### config.mk
export PLATFORM = sky130hd
export DESIGN_NAME = param_lifo_stack
export DESIGN_NICKNAME = d
export VERILOG_FILES = /design/src/rtl/param_lifo_stack.sv
export SDC_FILE = /design/constraint.sdc
export NUM_CORES = 1
export LEC_CHECK = 0
export ABC_AREA = 1
export ABC_CLOCK_PERIOD_IN_PS = 3200
export BUFFER_PORTS_ARGS = -buffer_cell sky130_fd_sc_hd__buf_4
export CORE_ASPECT_RATIO = 0.75
export CORE_MARGIN = 4
export CORE_UTILIZATION = 60
export DETAILED_ROUTE_END_ITERATION = 8
export GPL_ROUTABILITY_DRIVEN = 1
export GPL_TIMING_DRIVEN = 0
export PLACE_DENSITY = 0.85
export SKIP_CTS_REPAIR_TIMING = 1
export SLEW_MARGIN = 0
export SYNTH_ARGS = -nofsm -noshare
export SYNTH_HDL_FRONTEND = slang
export SYNTH_SLANG_ARGS = --single-unit
### constraint.sdc
create_clock -name Clk -period 3.2 [get_ports Clk]
set_input_delay 0 -clock Clk [delete_from_list [all_inputs] [get_ports Clk]]
set_output_delay 0 -clock Clk [all_outputs]
set_load 0.01 [all_outputs]
### src/rtl/param_lifo_stack.sv
// param_lifo_stack
//   Parametrised LIFO stack used beside datapath blocks as a call/operand stack.
//   One command is executed per enabled clock edge, with this priority:
//   Clear > Replace (Push&Pop) > Push > Pop > Top.
//
// Ports
//   Clk          clock; every state update happens on its rising edge
//   ResetN       synchronous active-low reset; it wins over every command
//   Enable       0: all state and outputs hold, and commands are ignored
//   Push/Pop/Top/Clear/ErrClr  command strobes
//   DataIn       data to push (or replace the top entry with)
//   DataOut      registered read data
//   OutValid     read strobe (see below)
//   Count        number of entries held, 0..DEPTH
//   Full/Empty/AlmostFull/AlmostEmpty  occupancy flags, registered with Count
//   Overflow/Underflow  sticky error flags, cleared by ErrClr
//
// Read handshake: there is no backpressure. OutValid is high for exactly one
// enabled cycle after the edge that sampled a successful Pop, Top or Replace,
// and DataOut carries that data. OutValid drops to 0 on the next enabled cycle
// that has no successful read. While Enable=0, OutValid and DataOut hold.
module param_lifo_stack #(
    parameter int WIDTH     = 8,
    parameter int ADDR_BITS = 4,
    parameter int AF_MARGIN = 2,
    parameter int AE_MARGIN = 2
) (
    input  logic                 Clk,
    input  logic                 ResetN,
    input  logic                 Enable,
    input  logic                 Push,
    input  logic                 Pop,
    input  logic                 Top,
    input  logic                 Clear,
    input  logic                 ErrClr,
    input  logic [WIDTH-1:0]     DataIn,
    output logic [WIDTH-1:0]     DataOut,
    output logic                 OutValid,
    output logic [ADDR_BITS:0]   Count,
    output logic                 Full,
    output logic                 Empty,
    output logic                 AlmostFull,
    output logic                 AlmostEmpty,
    output logic                 Overflow,
    output logic                 Underflow
);

    localparam int                 DEPTH   = 1 << ADDR_BITS;
    localparam logic [ADDR_BITS:0] DEPTH_C = (ADDR_BITS+1)'(DEPTH);
    localparam logic [ADDR_BITS:0] AF_LVL  = (ADDR_BITS+1)'(DEPTH - AF_MARGIN);
    localparam logic [ADDR_BITS:0] AE_LVL  = (ADDR_BITS+1)'(AE_MARGIN);

    logic [WIDTH-1:0]     mem [DEPTH];
    logic [ADDR_BITS:0]   count_q, count_n;
    logic [WIDTH-1:0]     top_q, top_n;
    logic [WIDTH-1:0]     dout_q, dout_n;
    logic                 valid_q, valid_n;
    logic                 ovf_q, ovf_n;
    logic                 unf_q, unf_n;
    logic                 full_q, empty_q, af_q, ae_q;
    logic                 wr_en;
    logic [ADDR_BITS-1:0] wr_addr;
    logic [ADDR_BITS-1:0] below_idx;
    logic                 is_empty, is_full;

    assign is_empty  = (count_q == '0);
    assign is_full   = (count_q == DEPTH_C);
    // Entry just below the top; after a Pop it becomes the new top. When
    // Count is 1 this wraps to an unused slot, which is harmless because the
    // stack becomes empty and the top register is then don't-care.
    assign below_idx = ADDR_BITS'(count_q - 2'd2);

    always_comb begin
        count_n = count_q;
        top_n   = top_q;
        dout_n  = dout_q;
        valid_n = valid_q;
        ovf_n   = ovf_q;
        unf_n   = unf_q;
        wr_en   = 1'b0;
        wr_addr = ADDR_BITS'(count_q);
        if (Enable) begin
            valid_n = 1'b0;
            if (ErrClr) begin
                ovf_n = 1'b0;
                unf_n = 1'b0;
            end
            if (Clear) begin
                count_n = '0;
            end else if (Push && Pop) begin
                if (is_empty) begin
                    // Replace on an empty stack degenerates to a plain push.
                    wr_en   = 1'b1;
                    top_n   = DataIn;
                    count_n = count_q + 1'b1;
                end else begin
                    wr_en   = 1'b1;
                    wr_addr = ADDR_BITS'(count_q - 1'b1);
                    dout_n  = top_q;
                    valid_n = 1'b1;
                    top_n   = DataIn;
                end
            end else if (Push) begin
                if (is_full) begin
                    ovf_n = 1'b1;
                end else begin
                    wr_en   = 1'b1;
                    top_n   = DataIn;
                    count_n = count_q + 1'b1;
                end
            end else if (Pop) begin
                if (is_empty) begin
                    unf_n = 1'b1;
                end else begin
                    dout_n  = top_q;
                    valid_n = 1'b1;
                    top_n   = mem[below_idx];
                    count_n = count_q - 1'b1;
                end
            end else if (Top) begin
                if (is_empty) begin
                    unf_n = 1'b1;
                end else begin
                    dout_n  = top_q;
                    valid_n = 1'b1;
                end
            end
        end
    end

    // Storage is not reset; writes are suppressed while reset is asserted.
    always_ff @(posedge Clk) begin
        if (ResetN && wr_en) begin
            mem[wr_addr] <= DataIn;
        end
    end

    always_ff @(posedge Clk) begin
        if (!ResetN) begin
            count_q <= '0;
            top_q   <= '0;
            dout_q  <= '0;
            valid_q <= 1'b0;
            ovf_q   <= 1'b0;
            unf_q   <= 1'b0;
            full_q  <= 1'b0;
            empty_q <= 1'b1;
            af_q    <= 1'b0;
            ae_q    <= 1'b1;
        end else begin
            count_q <= count_n;
            top_q   <= top_n;
            dout_q  <= dout_n;
            valid_q <= valid_n;
            ovf_q   <= ovf_n;
            unf_q   <= unf_n;
            // Flags are derived from the next count so they line up with Count.
            full_q  <= (count_n == DEPTH_C);
            empty_q <= (count_n == '0);
            af_q    <= (count_n >= AF_LVL);
            ae_q    <= (count_n <= AE_LVL);
        end
    end

    assign DataOut     = dout_q;
    assign OutValid    = valid_q;
    assign Count       = count_q;
    assign Full        = full_q;
    assign Empty       = empty_q;
    assign AlmostFull  = af_q;
    assign AlmostEmpty = ae_q;
    assign Overflow    = ovf_q;
    assign Underflow   = unf_q;

endmodule
# ---- Word-level counts from Yosys, hierarchy flattened
# Memory sizes are Yosys's and may differ from the RTL's.
# Cells that the tools add are included.
dict set report classes {
  n_addsub 3
  n_lt_le_gt_ge 2
  eq_ne 5
  muxes 47
  bitwise 1
  reduce_logical 8
}
# op count
set ops {}
lappend ops {{$mux 8} 10}
lappend ops {{$mux 5} 8}
lappend ops {{$mux 1} 25}
lappend ops {{$mux 4} 4}
lappend ops {{$eq 5x5->1 const B} 2}
lappend ops {{$logic_not 5->1} 2}
lappend ops {{$ne 3x2->1 const B} 2}
lappend ops {{$reduce_bool 3->1} 2}
lappend ops {{$add 5x1->5 const B} 1}
lappend ops {{$ge 5x4->1 const B} 1}
lappend ops {{$le 5x2->1 const B} 1}
lappend ops {{$reduce_and 5->1} 1}
lappend ops {{$sub 5x1->5 const B} 1}
lappend ops {{$reduce_and 4->1} 1}
lappend ops {{$sub 4x2->4 const B} 1}
lappend ops {{$logic_and 1x1->1} 2}
lappend ops {{$ne 2x1->1 const B} 1}
lappend ops {{$not 1->1} 1}
dict set report totals {
  regBits 28
  ram_bits 128
  inputBits 16
  wordCells 77
  memories 1
}
# memory words word_bits read_ports rd_ports_with_merged_regs write_ports line_no
set memory_table {}
lappend memory_table {mem 16 8 1 0 1 53} ;# logic [WIDTH-1:0] mem [DEPTH];

# ---- Logic depth before layout (Yosys ltp)
# Gate-level depths: netlist of the first run.
dict set report depth {
  ltp_word 9
  mapped_depth 16
  depth_no_buf 15
}

# ---- Worst setup path after synthesis of the first run
# OpenSTA, ideal clock, no wires.
dict set report synth_timing {
  path_kind {register to register}
  start {register count_q[0] (netlist: Count[0])}
  end {memory mem[1][0], enable pin}
  arrival_time_ns 2.118
  path_slack_ns 0.712
  stages_incl_launch_ff 11
  n_path_buf 2
  cell_sequence {dfxtp_1 -> inv_1 -> buf_2 -> ha_1 -> nand3_2 -> buf_6 -> nand2_2 -> o21a_1 -> inv_2 -> nand2_1 -> nor2_1}
}
dict set report synth_between {
  elab_chain_cells 9
  word_cells_on_any_way 15
}
# item line_no
set synth_rtl {}
lappend synth_rtl {{start, declared} 54} ;# logic [ADDR_BITS:0] count_q, count_n;
lappend synth_rtl {{start signal, assigned} 151} ;# count_q <= count_n;
lappend synth_rtl {{$eq 5x5->1} 67} ;# assign is_full = (count_q == DEPTH_C);
lappend synth_rtl {{$mux 1} 104} ;# if (is_full) begin
lappend synth_rtl {{$mux 1} 103} ;# end else if (Push) begin
lappend synth_rtl {{$mux 1} 90} ;# end else if (Push && Pop) begin
lappend synth_rtl {{$mux 1} 88} ;# if (Clear) begin
lappend synth_rtl {{$mux 1} 82} ;# if (Enable) begin
lappend synth_rtl {{$logic_and 1x1->1} 133} ;# if (ResetN && wr_en) begin
lappend synth_rtl {{$mux 1} 133}
lappend synth_rtl {{$mux 1 (not written as such)} 134} ;# mem[wr_addr] <= DataIn;
lappend synth_rtl {{end, declared} 53}
# Parallel ways exist; a longest one is shown, timed or not.

# ---- Worst setup path in the final report of the first run
dict set report layout_timing {
  start {register count_q[0] (netlist: Count[0])}
  end {memory mem[13][2], enable pin}
}
# The elaborated chain is that of the path after synthesis.

==> results of run 1 <==
==> flip-flops by register name, indices dropped and copies added, names as in the netlist, 5 cells and up <==
signal / cells
Count: 5
DataOut: 8
mem: 128
top_q: 8
==> layout make-up <==
class / count / area, sq um / share of cell area [%]
flip-flops and latches: 156 / 4404 / 55.25
plain buffers: 31 / 170.2 / 2.135
clock buffers: 17 / 425.4 / 5.337
well taps: 140 / 175.2 / 2.197
multi-input cells: 434 / 2155 / 27.03
clock inverters: 15 / 130.1 / 1.632
repair buffers: 46 / 372.9 / 4.677
inverters: 37 / 138.9 / 1.742
==> worst min path at each step <==
stage | startpoint | end | slack (ps)
final | Clear | Count[1] | 10
after global routing | Top | Underflow | 90
after CTS | ResetN | Count[2] | -150
after detailed placement | ResetN | Count[2] | 290
after global placement | ResetN | Count[2] | 300
after floorplan | DataIn[0] | mem[0][0] | 100
==> cells by family (layout without fill, tap and decap cells) <==
family          Yosys count  count (layout)  share of synthesized area (%)
fa+ha+maj                 5               5                         0.9203
simple gates            304             304                          19.16
flops                   156             156                          64.79
xor+xnor                  5               5                         0.8653
compound gates          120             120                          9.719
buf+inv                  68             146                          4.546
==> critical path, stage by stage (launching register included) <==
cell     delay (ps)
dfxtp_1         540
inv_1           210
buf_2           260
ha_1            320
nand3_1         110
nand2_1         110
nand2_1         160
nand2_1          70
nor2_1          200
nand3_1         340
nor2_2          500
==> routing by layer <==
layer | GRT usage, % | up-vias
li1 | - | 2408
met1 | 37.97 | 2498
met2 | 42.85 | 313
met3 | 6.223 | 50
met4 | 8.379 | 0
met5 | 0 | -
==> power by group <==
| group | switching, mW | internal (mW) |
|---|---|---|
| Clock | 0.884 | 1.02 |
| Combinational | 0.267 | 0.131 |
| Sequential | 0.0129 | 2.21 |
| Total | 1.16 | 3.36 |
==> synthesized netlist by cell type, types with 2 or more instances <==
cell        n
nor2_4      3
nand3b_1    2
buf_1       2
o211ai_1   18
xor2_1      2
inv_1      30
nand3_1    56
ha_1        5
nand3_2     2
buf_6       4
buf_2      10
nand4_1     4
clkbuf_1   12
nand2_1    71
dfxtp_1    28
o21ai_0    74
nand2_2     5
edfxtp_1  128
a21oi_1    22
nor2_1    157
inv_2       7
buf_4       3
==> through the flow <==
step                      TNS [ps]  instance area (sq um)  cells  setup slack, ps
final                       -5.567                   7971    876           -2.806
after global routing        -10840                   7971    876           -190.4
after global placement           0                   7236    833            83.74
after CTS                   -92.95                   7791    865           -12.52
after floorplan                  0                   6798    658            711.7
after detailed placement         0                   7236    833            45.44
==> run summary, run 1 <==
The startpoint identified for the worst register-to-register timing path is Count[0]. The number of nets in the synthesized netlist is 679. The post-route antenna net violation count is 0.

The measured slew at the worst slew-check pin came out at 617.5 ps. The detailed route wirelength on metal2 came out at 8100 microns. The critical path startpoint category is a flip-flop. The post-route clock period utilization came out at 100.1%. The worst hold path was traced through 6 stages. The first element of the critical path is Count[0]. In this run the deepest clock path goes through 2 buffers. The top cell types in the final layout, fill and taps aside, are 141 x nor2_1, 128 x edfxtp_1, 74 x o21ai_0, 71 x nand2_1, 56 x nand3_1. The setup skew after layout came out at 9.200 ps.

The worst slew margin relative to its limit is 58.83%. Counting the buffers created by CTS gives 17. The area growth from synthesis to layout is 17.26%.

The count of different cell masters after synthesis came out at 35. The critical path ends at mem[13][2]. The global-route wire length before repair came out at 26480 microns. The total number of yosys warnings is 0.

The path category of the worst min-delay check is in -> reg. The flow ran to the end, but the final reports show violations. The maximum fanout along the worst path came out at 10. The number of max-cap violations came out at 0. The clock tree from TritonCTS is yes. The worst endpoint required time came out at 3270 ps. Total power for the finished layout comes to 4.526 mW. Global routing used 27.16% of the available tracks across all layers.

The clock sink total came out at 156. Summing the sequential cell areas from Yosys gives 64.79% of the chip area. The die extent in x came out at 130.9 microns. The row count came out at 33.

The critical path arrival came out at 3270 ps. The routed design could run at a clock period as short as 3203 ps. The count of final setup violators came out at 2. After detailed routing, the total wire length is 17200 microns. 36 I/O pins were placed. In the synthesized netlist the dominant register cell turns out to be edfxtp_1. The areal power density over the cells came out at 567.8 mW/mm^2. The core utilization of the finished layout came out at 72.58%. The die area came out at 0.01311 sq mm. The HPWL after detailed placement is 11400 microns. The share of synthesized flip-flops with an asynchronous set or reset came out at 0%. The routed wire length per instance is 19.63 microns. In this run the critical register-to-register path is captured at mem[13][2]. The violation count after the first detailed-route iteration came out at 714. The final number of max-transition violations came out at 0. The global placer's final weighted congestion is 1.009. After the last flow step, the layout net total stands at 744. Yosys attributes the largest share of cell area to edfxtp_1 57%, nor2_1 8.7%, dfxtp_1 8.2%. After synthesis the netlist holds a flip-flop and latch count of 156. The placeable core area came out at 0.01098 sq mm. In this run the vertical extent of the chip is 100.2 microns. The checks that failed: setup timing. The highest attainable clock frequency came out at 312.2 MHz. The clock insertion delay at the later pin of the skew report is 430 ps. The critical path is of the reg -> reg type. The register clock-pin slew on the reported worst setup and hold paths came out at 70 ps. The share of final-layout standard cells stronger than drive strength 1 came out at 16.71%.

The final count of hold timing violations is 0. The worst register-to-register path has a depth of 10. The cell area after synthesis came out at 0.006798 sq mm. The register-to-register setup slack came out at -3 ps. Synthesis handed over a netlist of 658 instances. The cell sitting at the root of the clock tree is a clkbuf_16. Entering global routing, the biggest net connects 18 pins. The mean area per synthesized cell is 10.33 sq um. The routed layout has 5269 vias.

The total of fill cells in the finished design came out at 697. The initial standard-cell utilization of the core is 61.89%. The minimum hold slack came out at 12.81 ps.

The clock tree synthesis step divided the H-tree into 4 levels. The via count of the first global-routing pass is 5045. Signal routing reaches up to met4. The residual overflow from global routing came out at 0. Before antenna repair, the detailed router went through 6 iterations. The post-route DRC violation count is 0. The initial antenna violation count is 0.

The count of antenna diodes in the layout came out at 0. Setup repair after global routing could not meet its margin everywhere. The number of flops mapped to enable cells by yosys is 128. Once routing completed, OpenROAD measured the worst setup slack at -2.806 ps. In the final routing, the length of wire on met1 measures 6904 microns. After detailed routing, the number of vias per cell comes to 6.015. The biggest area contributor in the post-synthesis netlist is edfxtp_1. Buffers placed on the I/O ports in this run total 35. The library cell used most frequently in the layout, excluding fill and tap cells, is nor2_1. The routed wire length on met3 is 1760 microns. Across the VDD grid, the largest voltage drop is 410.0 uV. STA classifies the critical path endpoint as a flip-flop. The static power due to leakage is 2.924 nW. The area fraction of the dominant cell type after synthesis is 56.54%.
(Power assumes the default switching activity.)
==> run 2, diff against run 1 <==
Settings changed: SKIP_CTS_REPAIR_TIMING 1 to default.
==> run 2 against run 1 <==
  * The run still ends with setup timing left
  * Wire length increased by 0.31%
  * Final cell count unchanged
  * Critical path depth unchanged
  * Die area unchanged
  * Sequential power about the same
  * Register-to-register slack about the same
  * Sequential share of layout area about the same
  * Final area about the same
  * Via count increased by 0.46%
  * Highest routed layer unchanged
  * Largest cell class unchanged
  * Setup slack improved by 2.2 ps
==> run summary, run 2 (same netlist as run 1, synthesis figures left out) <==
The number of cells in the finished layout apart from fillers came out at 876. Clock-pin slew was measured on the worst setup and hold paths at 70 ps. The count of vias placed by the detailed router is 5293. The flow ran to the end, but the final reports show violations. Leaving out fill and tap cells, the most frequent cell in the layout is nor2_1. The areal power density over the cells is 567.5 mW/mm^2. After filler insertion, the fill cell instance count of the layout stands at 694.

The path category of the worst min-delay check is in -> reg. The post-route clock period utilization came out at 100.0%. The share of final-layout standard cells stronger than drive strength 1 came out at 16.71%. The time the worst path needs with I/O delays and setup came out at 3201 ps.

The final count of hold timing violations is 0. The worst setup path is captured at a flip-flop. The area taken by flip-flops and latches is 0.004404 sq mm. The pre-CTS setup slack came out at 45.44 ps. The delay of the slowest cell on the worst path is 540 ps.

The routed wire length on met3 is 1890 microns. The signal on the critical path passes through inv_1 -> buf_2 -> ha_1 -> nand3_1 -> nand2_1 -> nand2_1 -> nand2_1 -> nor2_1 -> nand3_1 -> nor2_2. The HPWL after detailed placement came out at 11400 microns.

The worst-case vdd ir drop came out at 410.8 uV. The share of total power consumed by net switching is 25.72%. The cell area after placement came out at 0.007236 sq mm. The worst endpoint required time came out at 3260 ps. Summed over all layers, the global routing overflow is 0.

Setup violations remaining at the end of the flow were counted as 1. The cell type with the highest occurrence count on the critical path is nand2_1. The clock sink total came out at 156. The final number of max-transition violations came out at 0.

The measured slew at the worst slew-check pin is 612.2 ps. The highest attainable clock frequency is 312.4 MHz. Summing internal, switching and leakage power gives 4.526 mW. The count of nets left with antenna violations once routing finished came out at 0. Setup repair after global routing could not meet its margin everywhere. Compared with the post-synthesis result, the final layout area differs by 17.34%.

Headroom to the max-slew limit came out at 59.18%. The number of vias per cell after detailed routing is 6.042. The clock insertion delay at the later pin of the skew report came out at 430 ps. The fraction of power consumed by combinational cells came out at 8.8%. The number of I/O port buffers came out at 35. Wires add up to 17250 microns. The setup skew after layout came out at 14.05 ps. The global placer's final weighted congestion came out at 1.009. The slowest stage of the critical path belongs to the cell dfxtp_1. The initial antenna violation count is 0. The maximum number of buffers from clock root to sink came out at 2. The clock tree from TritonCTS is yes.

The number of flip-flops in the largest register is 128. The number of placed instances, taps included came out at 833. The via count of the first global-routing pass is 5116. The detailed route wirelength on metal2 is 8224 microns. The net total in the final layout came out at 744. The largest register by flop count is mem. The routed wire length per instance is 19.69 microns. For this design the total switching power over the nets is 1.164 mW. The worst setup path is launched from a flip-flop. The floorplan step defined a die boundary enclosing 0.01311 sq mm.

In the routed design, unresolved DRC markers number 0. In this run the top signal layer used is met4. Per report_power, the sequential group accounts for 49.2% of the total.

The maximum fanout along the worst path is 10. Counting both buffers and inverters, the worst setup path holds a total of 2. The share of power burned in the clock network came out at 42.0%. The number of top-level design ports is 36. The critical path arrival is 3260 ps. The die height came out at 100.2 microns. The family of cells with the greatest summed delay on the critical path is simple AND/OR/NAND/NOR gates. Entering global routing, the biggest net connects 18 pins. In the final layout, the multi-input gates occupy 0.002160 sq mm. Once the floorplan was initialized, standard cells occupied 61.89% of the core. The internal portion of total power came out at 3.362 mW. The tool flagged a number of max-cap violations equal to 0. The static power due to leakage came out at 2.925 nW. The repair_antennas step left the layout with diodes totalling 0. The global-route wire length before repair came out at 26900 microns. The minimum setup slack in the final design is -0.5649 ps.

The final reports fail on setup timing. The buffers inserted during post-CTS setup optimization came out at 0. The root buffer cell chosen for the clock tree is clkbuf_16. In the layout the commonest cells are 141 x nor2_1, 128 x edfxtp_1, 74 x o21ai_0, 71 x nand2_1, 56 x nand3_1. The finished cells cover 0.007976 sq mm.

From left edge to right edge, the die measures 130.9 microns. After the first detailed-routing iteration, the DRC count stood at 758. The deepest level of the CTS H-tree is 4.

The total global routing track utilization came out at 27.55%. The placeable core area is 0.01098 sq mm. The worst setup path category is reg -> reg. The detailed router put a total of 6784 microns of wire on met1. The row count came out at 33. The total clock buffers created by CTS is 17. The accumulated negative setup slack came out at -0.5649 ps. The pre-antenna-repair detailed-routing pass consisted of 6 iterations.
[run 2: final timing paths]
check                           startpoint         to  slack [ps]  depth (start not counted)
worst min-delay path                 Clear   Count[1]          20                          6
worst min register to register    top_q[3]   top_q[3]         470                          2
worst max-delay path              Count[0]  mem[7][4]        -0.6                         10
worst max register to register    Count[0]  mem[7][4]        -0.6                         10
[run 2: stage by stage]
stage / utilization (%) / hold WS, ps
after floorplan: - / 98.87
after global placement: 65.88 / 295.5
after detailed placement: 65.88 / 292.8
after CTS: 71.96 / 9.741
after global routing: 72.62 / 89.51
final: 72.62 / 21.51
[run 2: power by group through the flow]
stage | Clock (mW) | Combinational (mW) | Sequential (mW)
floorplan | 0 | 0.222 | 2.27
global placement | 0 | 0.352 | 2.27
detailed placement | 0 | 0.367 | 2.27
CTS | 1.91 | 0.383 | 2.23
global route | 2.00 | 0.433 | 2.23
finish | 1.90 | 0.399 | 2.23
[run 2: cell type report]
cell class / instances / share of cell area [%]
Multi-Input combinational cell: 434 / 27.07
Inverter: 37 / 1.741
Tap cell: 140 / 2.196
Clock inverter: 15 / 1.631
Timing Repair Buffer: 46 / 4.675
Buffer: 31 / 2.133
Sequential cell: 156 / 55.22
Clock buffer: 17 / 5.333
[run 2: timing repair]
action                                 CTS  global route
endpoints found under the hold margin  137             0
setup endpoints to repair               17           128
hold buffers                            11             0
gates resized for setup                  1            22
gates cloned                             0             0
[run 2: worst min-delay path, stage by stage]
cell,delay [ps]
buf_4,90
nor2_4,40
nand3_1,70
nand2_1,60
nand3_1,90
inv_1,40
[run 2: metal layers]
metal	track usage (%)	up-vias
met5	0	-
met2	43.36	339
met4	8.933	0
met1	38.44	2514
li1	-	2401
met3	6.277	39
